## src/rtl/sd_sector_reader.sv

```systemverilog
// ============================================================================
//  Module   : sd_sector_reader
//  Purpose  : Issues one SD block read per requested sector and captures the
//             512 returned bytes into a local buffer with an XOR checksum.
//  Revision : 1.0  initial release
// ============================================================================
`default_nettype none

module sd_sector_reader #(
  parameter int TIMEOUT_CYCLES = 1000000,
  parameter int CNT_W          = 20
) (
  input  logic        clk,
  input  logic        reset,
  input  logic        start,
  input  logic [22:0] sector,
  output logic        busy,
  output logic        done,
  output logic        error,
  output logic [7:0]  checksum,
  input  logic [8:0]  buf_addr,
  output logic [7:0]  buf_data,
  output logic        sd_rd,
  output logic [31:0] sd_address,
  input  logic [7:0]  sd_dout,
  input  logic        sd_byte_available,
  input  logic        sd_ready
);

  typedef enum logic [2:0] {
    S_IDLE       = 3'd0,
    S_WAIT_READY = 3'd1,
    S_ISSUE      = 3'd2,
    S_RECV       = 3'd3,
    S_DONE       = 3'd4
  } state_t;

  localparam logic [CNT_W-1:0] c_tmo_last = CNT_W'(TIMEOUT_CYCLES - 1);
  localparam logic [8:0]       c_last_byte = 9'd511;

  state_t           r_state;
  logic [8:0]       r_cnt;
  logic [CNT_W-1:0] r_tmo;
  logic [7:0]       r_mem [0:511];

  logic w_active;
  logic w_event;
  logic w_byte;
  logic w_tmo_hit;

  // Progress in any waiting state restarts the timeout window.
  assign w_active  = (r_state == S_WAIT_READY) || (r_state == S_ISSUE) || (r_state == S_RECV);
  assign w_byte    = (r_state == S_RECV) && sd_byte_available;
  assign w_event   = ((r_state == S_WAIT_READY) && sd_ready) ||
                     ((r_state == S_ISSUE) && !sd_ready) ||
                     w_byte;
  assign w_tmo_hit = (r_tmo == c_tmo_last);

  always_ff @(posedge clk) begin
    if (reset) begin
      r_state    <= S_IDLE;
      busy       <= 1'b0;
      done       <= 1'b0;
      error      <= 1'b0;
      sd_rd      <= 1'b0;
      sd_address <= 32'd0;
      checksum   <= 8'd0;
      r_cnt      <= 9'd0;
      r_tmo      <= '0;
    end else begin
      done <= 1'b0;

      if (w_active && !w_event) begin
        if (w_tmo_hit) begin
          r_state <= S_IDLE;
          error   <= 1'b1;
          busy    <= 1'b0;
          sd_rd   <= 1'b0;
          r_tmo   <= '0;
        end else begin
          r_tmo <= r_tmo + 1'b1;
        end
      end else begin
        case (r_state)
          S_IDLE, S_DONE: begin
            r_state <= S_IDLE;
            if (start) begin
              sd_address <= {sector, 9'd0};
              error      <= 1'b0;
              checksum   <= 8'd0;
              r_cnt      <= 9'd0;
              r_tmo      <= '0;
              busy       <= 1'b1;
              r_state    <= S_WAIT_READY;
            end
          end
          S_WAIT_READY: begin
            r_state <= S_ISSUE;
            sd_rd   <= 1'b1;
            r_tmo   <= '0;
          end
          S_ISSUE: begin
            r_state <= S_RECV;
            sd_rd   <= 1'b0;
            r_tmo   <= '0;
          end
          S_RECV: begin
            checksum <= checksum ^ sd_dout;
            r_tmo    <= '0;
            if (r_cnt == c_last_byte) begin
              r_state <= S_DONE;
              done    <= 1'b1;
              busy    <= 1'b0;
            end else begin
              r_cnt <= r_cnt + 1'b1;
            end
          end
          default: r_state <= S_IDLE;
        endcase
      end
    end
  end

  // Buffer has no reset so it maps onto block RAM; contents survive reset.
  always_ff @(posedge clk) begin
    if (w_byte) begin
      r_mem[r_cnt] <= sd_dout;
    end
  end

  always_ff @(posedge clk) begin
    if (reset) begin
      buf_data <= 8'd0;
    end else begin
      buf_data <= r_mem[buf_addr];
    end
  end

endmodule

`default_nettype wire

```

## config.mk

```make
export PLATFORM = sky130hd
export DESIGN_NAME = sd_sector_reader
export DESIGN_NICKNAME = d
export VERILOG_FILES = /design/src/rtl/sd_sector_reader.sv
export SDC_FILE = /design/constraint.sdc
export NUM_CORES = 2
export LEC_CHECK = 0
export ABC_CLOCK_PERIOD_IN_PS = 4600
export BUFFER_PORTS_ARGS = -buffer_cell sky130_fd_sc_hd__buf_2
export CAP_MARGIN = 15
export CORE_AREA = 2 2 740 742
export CTS_CLUSTER_SIZE = 25
export DETAILED_ROUTE_END_ITERATION = 8
export DIE_AREA = 0 0 742 744
export GPL_TIMING_DRIVEN = 0
export PLACE_DENSITY = 0.55
export SLEW_MARGIN = 40
export SYNTH_ARGS = -nofsm -noshare
export SYNTH_HDL_FRONTEND = slang
export SYNTH_SLANG_ARGS = --single-unit
```

## constraint.sdc

```tcl
create_clock -name clk -period 4.6 [get_ports clk]
set_input_delay 0.46 -clock clk [delete_from_list [all_inputs] [get_ports clk]]
set_output_delay 0.46 -clock clk [all_outputs]
set_load 0.01 [all_outputs]
```

==> impl_metrics.env <==
export IMPL_internal_power_mw=61.7
export IMPL_hold_slack_ps=94.7
export IMPL_fmax_ghz=0.196
export IMPL_rsz0062_at_grt="no"
export IMPL_track_usage=0.232
export IMPL_grt_pass1_vias=89112
export IMPL_p_comb_frac=0.066
export IMPL_synth_xor_area_share=0.00172
export IMPL_io_buffers=83
export IMPL_grt_max_degree=105
export IMPL_seq_area_um2=124000
export IMPL_viasPerCell=5.80
export IMPL_place_ws_ps=-1620
export IMPL_ys_top_cells_by_area="edfxtp_1 (76%), mux4_2 (11%), mux2i_1 (2.9%)"
export IMPL_p_switching_mw=19.2
export IMPL_dp_cells=15616
export IMPL_ir_drop_mv=0.338
export IMPL_fp_dieArea_um2=552000
export IMPL_rows=271
export IMPL_seq_area_frac_synth=0.765
export IMPL_first_iter_violations=18847
export IMPL_synth_simple_gate_area_share=0.0370
export IMPL_synth_async_reset_ratio=0
export IMPL_hold_violations=0
export IMPL_drc=0
export IMPL_multi_input_comb_area_um2=36400
export IMPL_synth_adder_area_share=0.000461
export IMPL_reg2regPathDepth=6
export IMPL_period_needed_ps=5090
export IMPL_worstMarginPinSlew_ps=1140
export IMPL_drive_gt1_frac=0.270
export IMPL_cts_sinks=4171
export IMPL_synth_seq_cells=4171
export IMPL_crit_arrival_ps=5930
export IMPL_swShare=0.237
export IMPL_post_dp_cell_area_um2=176000
export IMPL_hold_depth=5
export IMPL_yosys_top_cells_count="edfxtp_1 (4,096), mux4_2 (787), nor2_1 (655)"
export IMPL_wire_per_inst_um=40.2
export IMPL_setup_violations=8
export IMPL_hold_class="in2reg"
export IMPL_clk_pin_slew_ps=60
export IMPL_gp_congestion=1.01
export IMPL_design_area_um2=190000
export IMPL_synth_warnings=0
export IMPL_utilization=0.350
export IMPL_muxShareOfSynthArea=0.141
export IMPL_critical_path_max_fanout=11
export IMPL_maxCapViolations=0
export IMPL_worstPathCellList="buf_2, buf_4, buf_2, buf_2, nand2_1, a311oi_2, nand4_1, nor4_1, a22oi_1, o221ai_4"
export IMPL_max_stage_delay_ps=970
export IMPL_nets=8886
export IMPL_final_max_slew_viol_count=0
export IMPL_power_mw=80.9
export IMPL_powerDensity_nw_per_um2=425
export IMPL_yosysTopAreaCellShare=0.756
export IMPL_r2r_end="r_mem[133][4]"
export IMPL_fillerInstances=50152
export IMPL_p_leak_nw=58.8
export IMPL_cts_tree="yes"
export IMPL_status="finished, violations left"
export IMPL_fp_coreArea_um2=544000
export IMPL_yosysMostFrequentCell="edfxtp_1"
export IMPL_crit_type="in2reg"
export IMPL_totalWireLength_um=662000
export IMPL_min_period_over_period=1.11
export IMPL_synth_largest_area_cell="edfxtp_1"
export IMPL_die_w_um=742
export IMPL_crit_top_cell="buf_2"
export IMPL_avgSynthCellArea_um2=19.9
export IMPL_antenna_left=0
export IMPL_grt_pass1_wl_um=851000
export IMPL_tns_ps=-2340
export IMPL_cts_root_buf="clkbuf_16"
export IMPL_synth_edf_count=4096
export IMPL_startpoint_type="primary input"
export IMPL_crit_slowest_cell="nor4_1"
export IMPL_yosysUniqueCellTypes=91
export IMPL_p_clk_frac=0.417
export IMPL_synthFlopType="edfxtp_1"
export IMPL_reg2reg_slack_ps=90
export IMPL_min_from="start"
export IMPL_start_util=0.299
export IMPL_failed_checks="negative setup slack"
export IMPL_netlist_instances=8176
export IMPL_worst_slack_ps=-490
export IMPL_syn_area_um2=163000
export IMPL_syn_to_final_growth_pct=17.0
export IMPL_cp_end_kind="flop"
export IMPL_htreeDepth=5
export IMPL_firstDrtPassIters=8
export IMPL_gr_total_overflow=0
export IMPL_io_pins=97
export IMPL_synth_top_family_by_area="multiplexers"
export IMPL_seq_power_share=0.516
export IMPL_finalNonFillerCells=16461
export IMPL_die_y_um=744
export IMPL_route_vias_total=95467
export IMPL_synth_compound_area_frac=0.0348
export IMPL_maxSlewHeadroom=0.229
export IMPL_min_to="sd_address[10]"
export IMPL_rr_startpoint="r_state[0]"
export IMPL_antenna_found_initial=85
export IMPL_cp_required_ps=5440
export IMPL_clockBufferDepth=4
export IMPL_final_setup_skew_ps=83.8
export IMPL_detailed_place_hpwl_um=463000
export IMPL_cts_buffers=418
export IMPL_insertion_delay_ps=1050
==> placed cells by master (no fill, tap or decap), drive strengths merged, types with 59 or more instances in the layout <==
cell type and n:
mux4 787, clkinv 199, dfxtp 75, mux2i 464, clkbuf 710, a21oi 137
o22ai 97, buf 509, nor4 59, nand3 81, nand2 291, a22oi 152
nor2 657, edfxtp 4096, nor3 92, o221ai 87
==> registers in the layout, indices dropped and copies added (netlist names) <==
register,count
r_mem,4096
busy,1
buf_data,8
done,1
r_state,3
r_tmo,20
r_cnt,9
checksum,8
sd_rd,1
error,1
sd_address,23
==> kinds of logic after synthesis <==
logic type / Yosys count
AOI/OAI and AO/OA: 783
xor gates and xnor gates: 32
and+or+nand+nor: 1352
other: 1
DFF: 4171
muxes: 1304
adders and majority gates: 6
buffers and inverters: 527
==> power by group through the flow <==
stage	clock [mW]	combinational [mW]	sequential, mW
CTS	33.7	5.12	41.7
floorplan	0	1.94	42.6
global placement	0	4.76	42.9
finish	33.8	5.37	41.7
global route	35.2	5.27	41.7
detailed placement	0	5.07	42.6
==> critical path: cells and delay by family <==
family	cells	cell delay [ps]
buffers and inverters	4	2300
and+or+nand+nor	3	1630
AOI/OAI and AO/OA	3	1450
==> per-layer routing <==
layer  part of all wire  GRT usage
met4              0.079      0.150
met5            0.00063          0
met3               0.15     0.0919
met2               0.42      0.333
met1               0.35      0.291
==> repair_timing <==
action / 4_1_cts / 5_1_grt
pin swaps: 1 / 3
endpoints found under the setup margin: 7 / 2
endpoints found under the hold margin: 367 / 0
setup buffers: 0 / 0
hold buffers: 33 / 0
resized for setup: 13 / 4
==> layout make-up <==
cell class,instances,share of cell area
clock buffers,505,0.0575
well taps,7234,0.0476
repair buffers,232,0.0183
multi-input cells,3486,0.191
diodes,53,0.000697
inverters,9,0.000178
plain buffers,517,0.0186
flip-flops and latches,4171,0.654
clock inverters,254,0.0119
==> worst max-delay path by stage <==
stage / from / endpoint / slack (ps) / depth (start not counted)
6_report: buf_addr[4] / buf_data[7] / -490 / 10
5_1_grt: buf_addr[1] / buf_data[4] / 30 / 11
4_1_cts: buf_addr[1] / buf_data[7] / 40 / 11
3_5_place_dp: buf_addr[1] / buf_data[4] / -1620 / 11
3_3_place_gp: sd_dout[1] / r_mem[313][1] / -4730 / 1
2_1_floorplan: buf_addr[0] / buf_data[6] / 2020 / 10
(Power assumes the default switching activity.)
